**src/rtl/cim_pkg.sv**
```systemverilog
// Shared definitions for the CIM column-bank command sequencer:
// command opcode encoding, sequencer state encoding and default bank geometry.
package cim_pkg;

    localparam int CIM_NUM_COLS       = 8;
    localparam int CIM_NUM_ROWS       = 32;
    localparam int CIM_DATA_WIDTH     = 9;
    localparam int CIM_ODATA_WIDTH    = 21;
    localparam int CIM_TIMEOUT_CYCLES = 255;

    typedef enum logic {
        CIM_OP_WRITE = 1'b0,
        CIM_OP_MAC   = 1'b1
    } cim_op_e;

    typedef enum logic [2:0] {
        ST_IDLE   = 3'd0,
        ST_WRITE  = 3'd1,
        ST_ISSUE  = 3'd2,
        ST_WAIT   = 3'd3,
        ST_OUTPUT = 3'd4
    } cim_state_e;

endpackage

```
**src/rtl/cim_col_onehot.sv**
```systemverilog
// Column index to one-hot select decoder; all-zero output when disabled.
module cim_col_onehot #(
    parameter int NUM_COLS = 8,
    parameter int COL_W    = $clog2(NUM_COLS)
) (
    input  logic                en,
    input  logic [COL_W-1:0]    idx,
    output logic [NUM_COLS-1:0] onehot
);

    // Decode the column index into a single asserted select bit
    always_comb begin
        onehot = {NUM_COLS{1'b0}};
        if (en) begin
            for (int i = 0; i < NUM_COLS; i++) begin
                if (32'(idx) == 32'(i)) begin
                    onehot[i] = 1'b1;
                end else begin
                    onehot[i] = 1'b0;
                end
            end
        end else begin
            onehot = {NUM_COLS{1'b0}};
        end
    end

endmodule

```
**src/rtl/cim_array_ctrl.sv**
```systemverilog
// Command sequencer for a bank of CIM columns sharing one set of row data lines.
// Accepts WRITE / MAC commands, drives the shared array controls, sweeps MAC
// commands over a clamped column range and returns one result per column.
// Optional build macro CIM_CTRL_TIMEOUT_EN adds an acc_ready watchdog in WAIT:
// on expiry err is set and a zero result is emitted for that column.
module cim_array_ctrl
    import cim_pkg::*;
#(
    parameter int NUM_COLS       = CIM_NUM_COLS,
    parameter int NUM_ROWS       = CIM_NUM_ROWS,
    parameter int DATA_WIDTH     = CIM_DATA_WIDTH,
    parameter int ODATA_WIDTH    = CIM_ODATA_WIDTH,
    parameter int COL_W          = $clog2(NUM_COLS),
    parameter int TIMEOUT_CYCLES = CIM_TIMEOUT_CYCLES
) (
    input  logic                           clk,
    input  logic                           rst,
    input  logic                           cmd_valid,
    output logic                           cmd_ready,
    input  logic                           cmd_op,
    input  logic [COL_W-1:0]               cmd_col,
    input  logic [COL_W-1:0]               cmd_last_col,
    input  logic [NUM_ROWS*DATA_WIDTH-1:0] cmd_data,
    output logic                           col_en,
    output logic [NUM_COLS-1:0]            col_sel,
    output logic                           col_write_en,
    output logic [NUM_ROWS*DATA_WIDTH-1:0] data_lines,
    output logic [NUM_ROWS*DATA_WIDTH-1:0] data_lines_n,
    input  logic [NUM_COLS*ODATA_WIDTH-1:0] col_result,
    input  logic [NUM_COLS-1:0]            col_acc_ready,
    output logic                           res_valid,
    input  logic                           res_ready,
    output logic [ODATA_WIDTH-1:0]         res_data,
    output logic [COL_W-1:0]               res_col,
    output logic                           res_last,
    output logic                           busy,
    output logic                           err
);

    localparam int DW = NUM_ROWS * DATA_WIDTH;

    cim_state_e           state_r;
    logic [COL_W-1:0]     cur_r;
    logic [COL_W-1:0]     last_r;

    logic [31:0]          cmd_col_ext_s;
    logic [31:0]          cmd_last_ext_s;
    logic [31:0]          last_clip_s;
    logic [COL_W-1:0]     last_calc_s;
    logic                 col_legal_s;
    logic                 cmd_fire_s;
    logic [COL_W-1:0]     onehot_idx_s;
    logic [NUM_COLS-1:0]  onehot_s;
    logic [ODATA_WIDTH-1:0] sel_result_s;
    logic                 sel_ready_s;

`ifdef CIM_CTRL_TIMEOUT_EN
    localparam int TMO_W = $clog2(TIMEOUT_CYCLES + 1);
    logic [TMO_W-1:0]     tmo_cnt_r;
`else
    // The watchdog limit only matters when the watchdog is built in.
    logic                 cfg_unused_s;
    assign cfg_unused_s = (TIMEOUT_CYCLES != 32'sd0);
`endif

    // Command legality, clamped sweep end and the selected column's result/ready
    always_comb begin
        cmd_col_ext_s  = 32'(cmd_col);
        cmd_last_ext_s = 32'(cmd_last_col);
        col_legal_s    = (cmd_col_ext_s < 32'(NUM_COLS));
        cmd_fire_s     = cmd_valid && cmd_ready;
        if (cmd_last_ext_s > 32'(NUM_COLS - 1)) begin
            last_clip_s = 32'(NUM_COLS - 1);
        end else begin
            last_clip_s = cmd_last_ext_s;
        end
        // A sweep never runs backwards: an end before the start means one column.
        if (last_clip_s < cmd_col_ext_s) begin
            last_calc_s = COL_W'(cmd_col_ext_s);
        end else begin
            last_calc_s = COL_W'(last_clip_s);
        end
        sel_result_s = col_result[cur_r*ODATA_WIDTH +: ODATA_WIDTH];
        sel_ready_s  = col_acc_ready[cur_r];
    end

    // Column whose select is loaded next: the following sweep column when
    // leaving OUTPUT, otherwise the commanded column.
    always_comb begin
        if (state_r == ST_OUTPUT) begin
            onehot_idx_s = cur_r + COL_W'(1);
        end else begin
            onehot_idx_s = cmd_col;
        end
    end

    cim_col_onehot #(
        .NUM_COLS (NUM_COLS),
        .COL_W    (COL_W)
    ) u_onehot (
        .en     (1'b1),
        .idx    (onehot_idx_s),
        .onehot (onehot_s)
    );

    // Sequencer FSM with all array controls and result outputs registered
    always_ff @(posedge clk) begin
        if (rst) begin
            state_r      <= ST_IDLE;
            cur_r        <= {COL_W{1'b0}};
            last_r       <= {COL_W{1'b0}};
            cmd_ready    <= 1'b1;
            col_en       <= 1'b0;
            col_sel      <= {NUM_COLS{1'b0}};
            col_write_en <= 1'b0;
            data_lines   <= {DW{1'b0}};
            data_lines_n <= {DW{1'b1}};
            res_valid    <= 1'b0;
            res_data     <= {ODATA_WIDTH{1'b0}};
            res_col      <= {COL_W{1'b0}};
            res_last     <= 1'b0;
            busy         <= 1'b0;
            err          <= 1'b0;
`ifdef CIM_CTRL_TIMEOUT_EN
            tmo_cnt_r    <= {TMO_W{1'b0}};
`endif
        end else begin
            case (state_r)
                ST_IDLE: begin
                    if (cmd_fire_s) begin
                        data_lines   <= cmd_data;
                        data_lines_n <= ~cmd_data;
                        if (!col_legal_s) begin
                            err <= 1'b1;
                        end else if (cmd_op == CIM_OP_WRITE) begin
                            state_r      <= ST_WRITE;
                            col_en       <= 1'b1;
                            col_write_en <= 1'b1;
                            col_sel      <= onehot_s;
                            cmd_ready    <= 1'b0;
                            busy         <= 1'b1;
                        end else begin
                            state_r   <= ST_ISSUE;
                            cur_r     <= cmd_col;
                            last_r    <= last_calc_s;
                            col_en    <= 1'b1;
                            col_sel   <= onehot_s;
                            cmd_ready <= 1'b0;
                            busy      <= 1'b1;
                        end
                    end
                end
                ST_WRITE: begin
                    state_r      <= ST_IDLE;
                    col_en       <= 1'b0;
                    col_write_en <= 1'b0;
                    col_sel      <= {NUM_COLS{1'b0}};
                    cmd_ready    <= 1'b1;
                    busy         <= 1'b0;
                end
                ST_ISSUE: begin
                    // acc_ready may still carry the previous operation's flag here
                    state_r <= ST_WAIT;
`ifdef CIM_CTRL_TIMEOUT_EN
                    tmo_cnt_r <= {TMO_W{1'b0}};
`endif
                end
                ST_WAIT: begin
                    if (sel_ready_s) begin
                        state_r   <= ST_OUTPUT;
                        res_data  <= sel_result_s;
                        res_col   <= cur_r;
                        res_last  <= (cur_r == last_r);
                        res_valid <= 1'b1;
                        col_en    <= 1'b0;
                        col_sel   <= {NUM_COLS{1'b0}};
`ifdef CIM_CTRL_TIMEOUT_EN
                    end else if (tmo_cnt_r == TMO_W'(TIMEOUT_CYCLES - 1)) begin
                        state_r   <= ST_OUTPUT;
                        err       <= 1'b1;
                        res_data  <= {ODATA_WIDTH{1'b0}};
                        res_col   <= cur_r;
                        res_last  <= (cur_r == last_r);
                        res_valid <= 1'b1;
                        col_en    <= 1'b0;
                        col_sel   <= {NUM_COLS{1'b0}};
                    end else begin
                        tmo_cnt_r <= tmo_cnt_r + TMO_W'(1);
`endif
                    end
                end
                ST_OUTPUT: begin
                    if (res_ready) begin
                        res_valid <= 1'b0;
                        if (res_last) begin
                            state_r   <= ST_IDLE;
                            cmd_ready <= 1'b1;
                            busy      <= 1'b0;
                        end else begin
                            state_r <= ST_ISSUE;
                            cur_r   <= cur_r + COL_W'(1);
                            col_en  <= 1'b1;
                            col_sel <= onehot_s;
                        end
                    end
                end
                default: begin
                    state_r      <= ST_IDLE;
                    col_en       <= 1'b0;
                    col_sel      <= {NUM_COLS{1'b0}};
                    col_write_en <= 1'b0;
                    res_valid    <= 1'b0;
                    cmd_ready    <= 1'b1;
                    busy         <= 1'b0;
                end
            endcase
        end
    end

endmodule

```
**config.mk**
```make
export PLATFORM = sky130hd
export DESIGN_NAME = cim_array_ctrl
export DESIGN_NICKNAME = d
export VERILOG_FILES = /design/src/rtl/cim_pkg.sv /design/src/rtl/cim_col_onehot.sv /design/src/rtl/cim_array_ctrl.sv
export SDC_FILE = /design/constraint.sdc
export NUM_CORES = 1
export LEC_CHECK = 0
export CAP_MARGIN = 40
export CORE_AREA = 2 2 424 426
export DETAILED_ROUTE_END_ITERATION = 12
export DIE_AREA = 0 0 426 428
export PLACE_DENSITY = 0.3
export SLEW_MARGIN = 20
export SYNTH_ARGS = -nofsm -noshare
export SYNTH_HDL_FRONTEND = slang
export SYNTH_HIERARCHICAL = 1
export SYNTH_SLANG_ARGS = --single-unit
```
**constraint.sdc**
```tcl
create_clock -name clk -period 3.4 [get_ports clk]
set_clock_uncertainty 0.2 [all_clocks]
set_input_delay 0.68 -clock clk [delete_from_list [all_inputs] [get_ports clk]]
set_output_delay 0.68 -clock clk [all_outputs]
set_load 0.03 [all_outputs]
```
==> results of run 1 <==
## per-layer routing
metal / vias to the layer above / track usage
met4: 2 / 0.0529
met3: 160 / 0.0417
li1: 10419 / -
met5: - / 0
met2: 632 / 0.241
met1: 9924 / 0.133
## worst max-delay path by stage
stage                    end  slack, ns             start  depth (start not counted)
2_1_floorplan     col_sel[5]       1.26        state_r[2]                          6
3_3_place_gp    res_data[15]       0.40  col_acc_ready[2]                          7
3_5_place_dp    res_data[14]       0.32  col_acc_ready[2]                          7
4_1_cts        data_lines[2]       0.37     data_lines[2]                          1
5_1_grt        data_lines[2]       0.44     data_lines[2]                          1
6_report       data_lines[2]       0.58     data_lines[2]                          1
## final cells by class
type	count	area (um^2)	share of cell area
sequential	623	12500	0.319
timing repair buffer	1147	11600	0.297
inverter	5	18.8	0.000480
clock inverter	31	448	0.0114
antenna	7	17.5	0.000448
clock buffer	120	2430	0.0621
multi-input combinational	1677	9160	0.234
tap	2355	2950	0.0753
## tightest hold or removal path, stage by stage (launching register included)
cell     delay, ns
dfxtp_1       0.30
nand2_1       0.05
a21oi_1       0.05
## sequential cells by signal (all words and copies together), names as in the netlist
register      count
busy              1
data_lines_n    288
cur_r             3
col_sel           8
data_lines      288
col_write_en      1
res_data         21
res_last          1
res_valid         1
last_r            3
state_r           3
res_col           3
cmd_ready         1
col_en            1
## metrics by stage
stage                     setup WS [ns]   util  cells
after floorplan                    1.26      -   2495
after global placement            0.400  0.204   5806
after detailed placement          0.322  0.204   5807
after CTS                         0.368  0.220   5958
after global routing              0.437  0.220   5964
final                             0.577  0.220   5965
## power by group
| group | switching, W | internal (W) |
|---|---|---|
| Combinational | 0.00926 | 0.00561 |
| Sequential | 0.00102 | 0.00909 |
| Clock | 0.00376 | 0.00560 |
| Total | 0.0140 | 0.0203 |
## cell families after synthesis
| logic type | Yosys count |
|---|---|
| adders and majority gates | 3 |
| DFF | 623 |
| xor gates and xnor gates | 4 |
| AOI/OAI and AO/OA | 626 |
| other | 2 |
| muxes | 87 |
| buffers and inverters | 195 |
| and+or+nand+nor | 948 |
## cell usage after synthesis
master / instances
dfxtp_1: 623
nand2_1: 590
a21oi_1: 300
nand2b_1: 299
o21ai_0: 291
clkbuf_1: 103
buf_2: 77
mux2i_1: 44
mux4_2: 42
nor2_1: 38
a211oi_1: 22
buf_4: 9
inv_1: 5
nand3_1: 4
xor2_1: 4
a21o_1: 3
a311oi_1: 3
ha_1: 3
a22oi_1: 2
and4b_2: 2
and4bb_1: 2
conb_1: 2
nor2b_1: 2
nor3_1: 2
o211ai_1: 2
a21boi_0: 1
a311o_1: 1
a31oi_1: 1
and4_1: 1
and4_2: 1
and4b_1: 1
and4bb_2: 1
buf_1: 1
mux2_2: 1
nor3_4: 1
nor4_1: 1
nor4b_2: 1
or2_1: 1
or3b_2: 1
==> summary by stage, run 1 <==
Synthesis
The cell type contributing the most total cell area after synthesis is dfxtp_1. The share of the synthesized area in compound gates (AO/OA/AOI/OAI) is 0.144. The xor and xnor fraction of the mapped netlist area is 0.00156. The distinct cell type count of the synthesized netlist is 39. Of the post-synthesis cell area, the dominant cell type holds 0.556. The number of warnings issued by yosys is 6. The area share of fa/ha/maj cells after synthesis is 0.00167. The number of instances in the synthesized netlist is ~2,500. The area share of and/or/nand/nor cells after synthesis is 0.197.

The multiplexer share of the synthesized area is 0.0623. In this run the mean area of a mapped cell was about 9.0 um^2. Ranked by total cell area, the synthesized netlist is headed by dfxtp_1 56%, nand2_1 9.9%, nand2b_1 8.3%. The register area share after synthesis is 0.556.

In this run the cell area of the synthesized design comes to 22,400 um^2. The flop and latch count out of synthesis is between 600 and 700. The combinational family with the most area after synthesis is simple AND/OR/NAND/NOR gates.

Worst setup path
The endpoint identified for the worst register-to-register timing path is res_data[9]. The launch instance of the worst register-to-register path is cur_r[1]. STA puts the critical path data required time at between 2 and 3 ns. The number of buffers and inverters on the critical path is 1. The largest single stage delay on the critical path is 0.87 ns. The depth of the worst register-to-register path is 6. The worst setup slack for register-to-register paths is between 0.8 and 0.9 ns.

In this run the worst path has a maximum fanout of 2. The worst setup path is launched from a flip-flop. STA classifies the critical path endpoint as an output port.

The arrival time reported for the critical path endpoint is 1.94 ns. Walking the worst path, the cells encountered are clkdlybuf4s50_1. Grouping stages by cell kind, the critical path spends the most delay in buffers and inverters. The slowest stage of the critical path belongs to the cell clkdlybuf4s50_1. The category of the most critical setup path is reg -> out.

GRT
The first-pass GRT wire length is 169 mm. The initial antenna violation count is 10. Across every metal layer, demand over resource in global routing totals 0.130. The maximum number of pins on one net before global-route repair is roughly 100. Global routing finished with a remaining overflow of 0. The number of global-route vias before repair is ~22,000.

Hold path
The worst hold path terminates at data_lines[154]. The worst hold path belongs to the class reg -> reg. The worst hold path was traced through 2 stages.

The hold path startpoint is data_lines[154].

Floorplan
The initial utilization of the core area, before any placement, comes to 0.126. The y dimension of the die is 428 um. The die covers 182,000 um^2. The top-level I/O count is approximately 1,100. The total core area is approximately 180,000 um^2. The floorplan step set the die width to about 430 um.

In this run the core area contains between 150 and 200 standard-cell rows.

Power
Power spread over the standard cell area amounts to ~880 nW/um^2. The leakage power of the design is 13.8 nW. The power consumption is approximately 0.034 W. The worst-case IR drop observed on VDD is around 0.00034 V.

Drt
The total wire length after detailed routing is 123 mm. The iteration count of the initial detailed-routing pass is 5. After detailed routing, the average wire length per cell comes to 20.6 um.

The met2 layer wire length in the routed design is 64.7 mm. The starting DRC count in detailed routing is 954. The total vias in the final route is about 21,000.

In the routed design, unresolved DRC markers number 0. Once detail routing completed, the nets flagged for antenna violations numbered 0. Summed over all nets, wire length on met3 after detailed routing comes to ~8 mm. After detailed routing, the number of vias per cell comes to between 3 and 4. The detailed router put a total of between 40 and 50 mm of wire on met1. The topmost layer with routed signal wires is met5.

Place
The count of port buffers added during placement is 1,088. The final weighted congestion in routability-driven placement is roughly 0.79. The placed instance area is 36,200 um^2. Detailed placement finished with a half-perimeter wire length of 94.8 mm.

STA
The number of max-slew violations in the final report is 0. Counting I/O delays and the setup requirement, the final critical path takes 2.82 ns. The actual transition at the worst max-transition pin is roughly 0.68 ns.

In this run the tightest slew margin relative to its limit is 0.548. Setup violations remaining at the end of the flow were counted as 0. In the finished design, the share of the clock period the worst path needs comes to 0.830. Setup repair after global routing left no endpoint under its margin. On the final layout, the worst hold slack is about 0.25 ns. The final total negative setup slack is 0 ns. The maximum clock rate is 354 MHz. The number of endpoints with negative hold slack in the final report is 0.

Clock network
The H-tree depth reported by CTS is 3. After clock tree synthesis, the flow added hold-fix buffers numbering 0. Clock-pin slew was measured on the worst setup and hold paths at roughly 0.060 ns.

TritonCTS built the clock tree. The post-cts resize count is 0. The longest clock path from root to sink contains 3 buffers. The cell sitting at the root of the clock tree is a clkbuf_16. Counting every sink on the clock net gives around 620. The clock latency on the worst-skew pair is ~0.71 ns.

The post-CTS setup repair buffer count is 0. The clock buffer count from CTS is 84.

Layout
The final instance area is a little under 40,000 um^2. In the final layout, the share of cells above drive strength 1 is 0.0686. In the layout the commonest cells are 1,087 x clkdlybuf4s50_1, 620 x dfxtp_1, 590 x nand2_1. The library cell used most frequently in the layout, excluding fill and tap cells, is clkdlybuf4s50_1. Compared with the post-synthesis result, the final layout area differs by 74.3%. The fill cell total of the finished layout is roughly 20,000. The final layout contains 4,016 nets.

Run status
The flow ran to the end, and the final reports show no timing, DRC or antenna violations.

Flow run
The tool flagged a number of max-cap violations equal to 0.
Power figures use the tool's default switching activity.
==> run 2: changes to the inputs <==
- CORE_AREA: 2 2 424 426 -> 2 2 423 425
- DIE_AREA: 0 0 426 428 -> 0 0 425 427
- clock period: 3.4 -> 2.4 ns (I/O delays scaled with it)
==> run 2 against run 1 <==
Effect of this change:
- critical path depth is the same
- first-iteration DRC count down 12%
- non-clock buffer count rose by 43
- via count increased by 0.52%
- hold slack lost 0.10 ns
- flip-flop and latch count did not move
- register-to-register slack worse by 0.63 ns
- cell count increased by 0.79%
- largest power group unchanged
==> summary by stage, run 2 (synthesis results as in run 1) <==
STA
Once routing completed, OpenROAD measured the worst setup slack at around 0.11 ns. Based on the critical path, the design can be clocked at up to approximately 440 MHz. The number of endpoints with negative hold slack in the final report is 0. The number of max-slew violations in the final report is 0.

For the finished layout, the period the worst path requires is ~2.3 ns. Setup violations remaining at the end of the flow were counted as 0. The actual transition at the worst max-transition pin is between 0.5 and 0.6 ns.

After routing, the total negative slack on setup checks comes to 0 ns. Measured against its own limit, the worst slew margin works out to 0.623. The worst hold slack after final layout is ~0.15 ns.

Setup repair after global routing left no endpoint under its margin. Dividing the final minimum period by the clock period gives 0.953.

Layout
Of the cells placed in the final design, the portion with a size suffix greater than 1 is 0.0819. The library cell used most frequently in the layout, excluding fill and tap cells, is dfxtp_1. Compared with the post-synthesis result, the final layout area differs by 74.1%. The final layout contains slightly above 4,000 nets. The largest registers in the layout are data_lines: 288 flops, data_lines_n: 288 flops, res_data: 21 flops. In the layout the commonest cells are 620 x dfxtp_1, 606 x dlygate4sd2_1, 590 x nand2_1. The final standard cell utilization of the core is 0.221.

Run status
The run finished with clean final reports.

Place
Prior to clock tree synthesis, the placed netlist has a worst setup slack of -0.222 ns. The count of port buffers added during placement is 1,088. At the end of routability-driven placement, the weighted congestion stood at ~0.8.

The HPWL reported at the end of detailed placement is about 96 mm.

GRT
Entering global routing, the biggest net connects about 100 pins. In the global route stage, overall resource usage came out at 0.130. The total congestion overflow after global routing is 0. The routing layer with the top usage in global route is met2. The initial antenna violation count is 9.

The global-route met2 utilization is 0.242. For this run, global-route usage on met1 was measured as 0.141. The number of global-route vias before repair is 21,672. The first global-routing pass estimated 169 mm of wire.

The met3 global-route usage is 0.0364.

Drt
The total wire length after detailed routing is 123 mm. The total vias in the final route is 21,247. Dividing the detail-routed wire length by the instance count gives 20.5 um. The residual antenna-violating net count after detailed routing is 0. The average via count per standard cell is ~3.5.

The starting DRC count in detailed routing is around 840. The number of remaining DRC errors is 0. For this run, the detailed router's first-pass iteration total came to 7.

Power
Dividing total power by cell area gives a power density of 1240 nW/um^2. The power consumption is ~0.048 W. Summed over all cells, the static leakage comes to roughly 15 nW. The maximum VDD drop is just over 0.0005 V.

Floorplan
between 1,000 and 1,500 I/O pins were placed. The total area inside the core boundary comes to ~180,000 um^2. The die covers between 150,000 and 200,000 um^2.

From bottom edge to top edge, the die measures around 430 um. Row generation in the floorplan step produced roughly 160 rows. For this configuration, the core starts out at a cell density of 0.127. The die boundary width is between 400 and 500 um.

Clock network
The H-tree depth reported by CTS is 3. The clock drives 623 sinks. The clock-pin slew of the registers on the worst-case setup and hold paths is roughly 0.060 ns. The clock latency on the worst-skew pair is ~0.69 ns. The maximum count of clock buffers along a single path is 3. The clock buffer count from CTS is a little under 90. TritonCTS built the clock tree. The cell sitting at the root of the clock tree is a clkbuf_16.

Worst setup path
The number of buffers and inverters on the critical path is 1. The critical path is of the reg -> out type. The startpoint class of the critical path is a flip-flop. The largest single stage delay on the critical path is about 0.47 ns.

The slowest stage of the critical path is the clkdlybuf4s15_1 cell. The sort of element at the end of the critical path is an output port. For the worst setup path, the data required time is around 1.7 ns. The dominant delay contributor by cell family on the critical path is buffers and inverters.

Walking the worst path, the cells encountered are clkdlybuf4s15_1. At the worst endpoint, the arrival time is ~1.6 ns. The worst-path maximum fanout is 2.

Flow run
Across the run, the number of max-cap violations was 0.

Hold path
The type of the most critical hold path is in -> reg.
[run 2: metal layers]
metal,up-vias,routed length (um)
met2,619,65400
met5,-,22
met4,4,2900
met1,9966,47400
li1,10524,-
met3,134,7650
[run 2: final cells by class]
cell class                      count  area [um^2]
Antenna cell                        4         10.0
Clock buffer                      135         2670
Clock inverter                     23          414
Fill cell                       19660       138000
Inverter                            5         18.8
Multi-Input combinational cell   1677         9160
Sequential cell                   623        12500
Tap cell                         2355         2950
Timing Repair Buffer             1190        11400
[run 2: path summary, 6_finish.rpt]
| path | start | end | slack, ns | cells after the start |
|---|---|---|---|---|
| worst max-delay path | data_lines_n[199] | data_lines_n[199] | 0.11 | 1 |
| worst min-delay path | cmd_data[272] | data_lines[272] | 0.15 | 3 |
| worst max register to register | state_r[1] | data_lines_n[0] | 0.20 | 7 |
| worst min register to register | data_lines[180] | data_lines[180] | 0.25 | 2 |
[run 2: per-stage QoR]
stage,area (um^2),instances
6_report,39100,6012
5_1_grt,39100,6009
4_1_cts,39100,6008
3_5_place_dp,36700,5849
3_3_place_gp,36700,5848
2_1_floorplan,22500,2495
[run 2: power breakdown]
part / switching (W) / internal [W] / total [W]
registers: 0.00127 / 0.0129 / 0.0142
clock network: 0.00541 / 0.00855 / 0.0140
logic: 0.0134 / 0.00694 / 0.0204
total: 0.0201 / 0.0284 / 0.0485
[run 2: repair_timing]
item / in CTS / in global routing
cloned: 0 / 0
hold buffers: 1 / 0
buffers inserted: 0 / 0
setup endpoints to repair: 611 / 2
gates resized for setup: 617 / 2
hold endpoints to repair: 15 / 0
==> run 3: changes to the inputs <==
- CORE_AREA: 2 2 423 425 -> 2 2 430 432
- CTS_BUF_LIST: not set -> sky130_fd_sc_hd__clkbuf_4 sky130_fd_sc_hd__clkbuf_8
- DIE_AREA: 0 0 425 427 -> 0 0 432 434
- PLACE_DENSITY: 0.3 -> 0.31
==> run 3 against run 2 <==
Effect of this change:
- utilization increased by 1.5 points
- clock power fell by 12%
- first-iteration DRC count is 2.3% lower
- global-route usage is essentially flat
- fmax increased by 0.72%
- worst setup slack better by 0.016 ns
- via count increased by 6.8%
- count of clock-buffer cells in the layout grew 78
- power shrank 0.11%
- sequential share of layout area decreased by 2.9 points
- die area up 3.3%
- non-clock buffer count rose by 283
- critical path type unchanged
- largest cell class is now non-clock buffers
- largest power group unchanged
==> summary by stage, run 3 (synthesis results as in run 1) <==
Layout
The top cell types in the final layout, fill and taps aside, are 620 x dfxtp_1, 590 x nand2_1, 478 x clkdlybuf4s15_2. The finished cells cover ~43,000 um^2. The final standard cell utilization of the core is 0.235. In the final layout, the share of cells above drive strength 1 is 0.228.

The signed area change from the synthesized netlist to the final layout is 91.4%. The fill cell total of the finished layout is roughly 20,000. The largest registers in the layout are data_lines: 288 flops, data_lines_n: 288 flops, res_data: 21 flops. The library cell used most frequently in the layout, excluding fill and tap cells, is dfxtp_1. The count of placed standard cells in the final layout, fillers left out is approximately 6,400. The final layout contains between 4,000 and 5,000 nets.

STA
The part of the cycle the worst path needs is 0.946. The number of max-slew violations in the final report is 0. The number of endpoints with negative hold slack in the final report was 0. The headroom to the max-slew limit is 0.639. The final period demand of the worst path is approximately 2.3 ns. The actual transition at the worst max-transition pin is ~0.54 ns. Setup violations remaining at the end of the flow were counted as 0. In the post-route analysis, the smallest setup slack over all paths is about 0.13 ns. The final total negative setup slack is 0 ns. For this run, the top clock speed supported by timing is around 440 MHz.

Floorplan
The y dimension of the die is 434 um. The floorplan has ~160 rows. For this configuration, the core starts out at a cell density of 0.123. The top-level I/O count is approximately 1,100.

The total core area is 182,000 um^2. The die outline area is roughly 190,000 um^2. In this run the horizontal extent of the chip is 432 um.

Drt
The residual antenna-violating net count after detailed routing is 0. In the routed layout, each cell is associated on average with a via count of 3.54. The total vias in the final route is ~23,000. The total routed wire length on the met1 layer is just under 50 mm. The number of remaining DRC errors is 0. The topmost layer with routed signal wires is met5. The final layout contains routed wiring with a total length of around 130 mm. After detailed routing, the average wire length per cell comes to a little under 20 um.

The routed wire length on met3 is between 8 and 9 mm. The detailed router finished its first iteration with between 800 and 900 violations. The iteration count of the initial detailed-routing pass is 5. After detailed routing, the met2 layer carries 64.5 mm of wire.

Power
Of the total power, the share spent switching nets is 0.419. Cell internal power was estimated by the tool at 0.0282 W. Of the total power, combinational logic draws 0.452. The maximum VDD drop is 0.000400 V. The sequential share of power is 0.294. The cell area power density is about 1100 nW/um^2. The total net switching power is 0.0203 W. Of the total power, the clock network draws 0.254. The leakage power of the design is around 16 nW.

Worst setup path
The number of buffers and inverters on the critical path is 1. The count of cell instances traversed by the critical path is 1. The setup path with the least slack is of type reg -> out. The arrival time reported for the critical path endpoint is ~1.6 ns. Traced cell by cell, the critical path runs through clkdlybuf4s15_1. In this design, the stage delay of the slowest critical-path cell is roughly 0.41 ns. STA classifies the critical path endpoint as an output port.

The worst setup path is launched from a flip-flop. Among all stages on the critical path, the largest delay is contributed by clkdlybuf4s15_1. The worst-path maximum fanout is 2. The depth of the worst register-to-register path is 7. The dominant delay contributor by cell family on the critical path is buffers and inverters.

Data on the critical path is required at its endpoint by 1.72 ns.

Place
In this run, placement finished with an instance count of 5,890. The worst-case setup slack after placement is -0.469 ns. The final weighted congestion in routability-driven placement is slightly below 0.8. In this run the cell area measured after placement is between 30,000 and 40,000 um^2. During placement, the flow inserted port buffers numbering about 1,100. The HPWL reported at the end of detailed placement is about 100 mm.

Clock network
The H-tree depth reported by CTS is 4. In this run the deepest clock path goes through 3 buffers. The clock net sink count is between 600 and 700. Clock-pin slew was measured on the worst setup and hold paths at roughly 0.050 ns. The clock latency on the worst-skew pair is ~0.85 ns. The TritonCTS clock tree is done. The clock buffer count from CTS is roughly 130. The buffer type at the clock tree root is clkbuf_8.

GRT
Entering global routing, the biggest net connects 86 pins. The number of global-route vias before repair is approximately 24,000. The total track usage is 0.130. The total congestion overflow after global routing is 0.

The first global-routing pass estimated around 180 mm of wire. The initial antenna violation count is 14.

Run status
The flow ran to the end, and the final reports show no timing, DRC or antenna violations.

Flow run
The number of maximum-capacitance constraint violations is 0.

Hold path
The worst hold path cell count is 3. The path class of the tightest hold or removal check is in -> reg.
==> run 3: metal layers <==
layer,global-route usage,vias up
li1,-,11186
met1,0.141,10616
met2,0.230,686
met3,0.0431,195
met4,0.0560,12
met5,0,-
==> run 3: layout make-up <==
type / instances / area, um^2 / area share
Clock buffer: 213 / 2630 / 0.0611
Clock inverter: 18 / 185 / 0.00431
Tap cell: 2385 / 2980 / 0.0695
Timing Repair Buffer: 1473 / 15500 / 0.360
Antenna cell: 12 / 30.0 / 0.000699
Sequential cell: 623 / 12500 / 0.290
Inverter: 5 / 18.8 / 0.000437
Multi-Input combinational cell: 1677 / 9180 / 0.214
==> run 3: timing repair <==
action | CTS | global route
pin swaps | 0 | 0
buffers inserted | 0 | 2
hold buffers | 271 | 0
endpoints found under the setup margin | 626 | 3
endpoints found under the hold margin | 509 | 0
gates resized for setup | 1771 | 1
==> run 3: path summary, 6_finish.rpt <==
kind	to	from	slack [ns]
setup reg to reg	col_sel[5]	cur_r[0]	0.19
setup / recovery	data_lines_n[127]	data_lines_n[127]	0.13
hold reg to reg	data_lines[208]	data_lines[208]	0.25
hold / removal	data_lines[211]	cmd_data[211]	0.12
==> run 3: per-stage QoR <==
stage	hold WS (ns)	total power, W
final	0.122	0.0484
after global routing	0.0582	0.0515
after CTS	0.0000393	0.0497
after detailed placement	0.246	0.0372
after global placement	0.242	0.0373
after floorplan	0.303	0.0258
==> run 3: power by group through the flow <==
stage / clock network (W) / logic, W / registers [W]
global placement: 0 / 0.0228 / 0.0144
CTS: 0.0130 / 0.0224 / 0.0143
floorplan: 0 / 0.00677 / 0.0190
detailed placement: 0 / 0.0228 / 0.0144
global route: 0.0134 / 0.0236 / 0.0146
finish: 0.0123 / 0.0219 / 0.0142
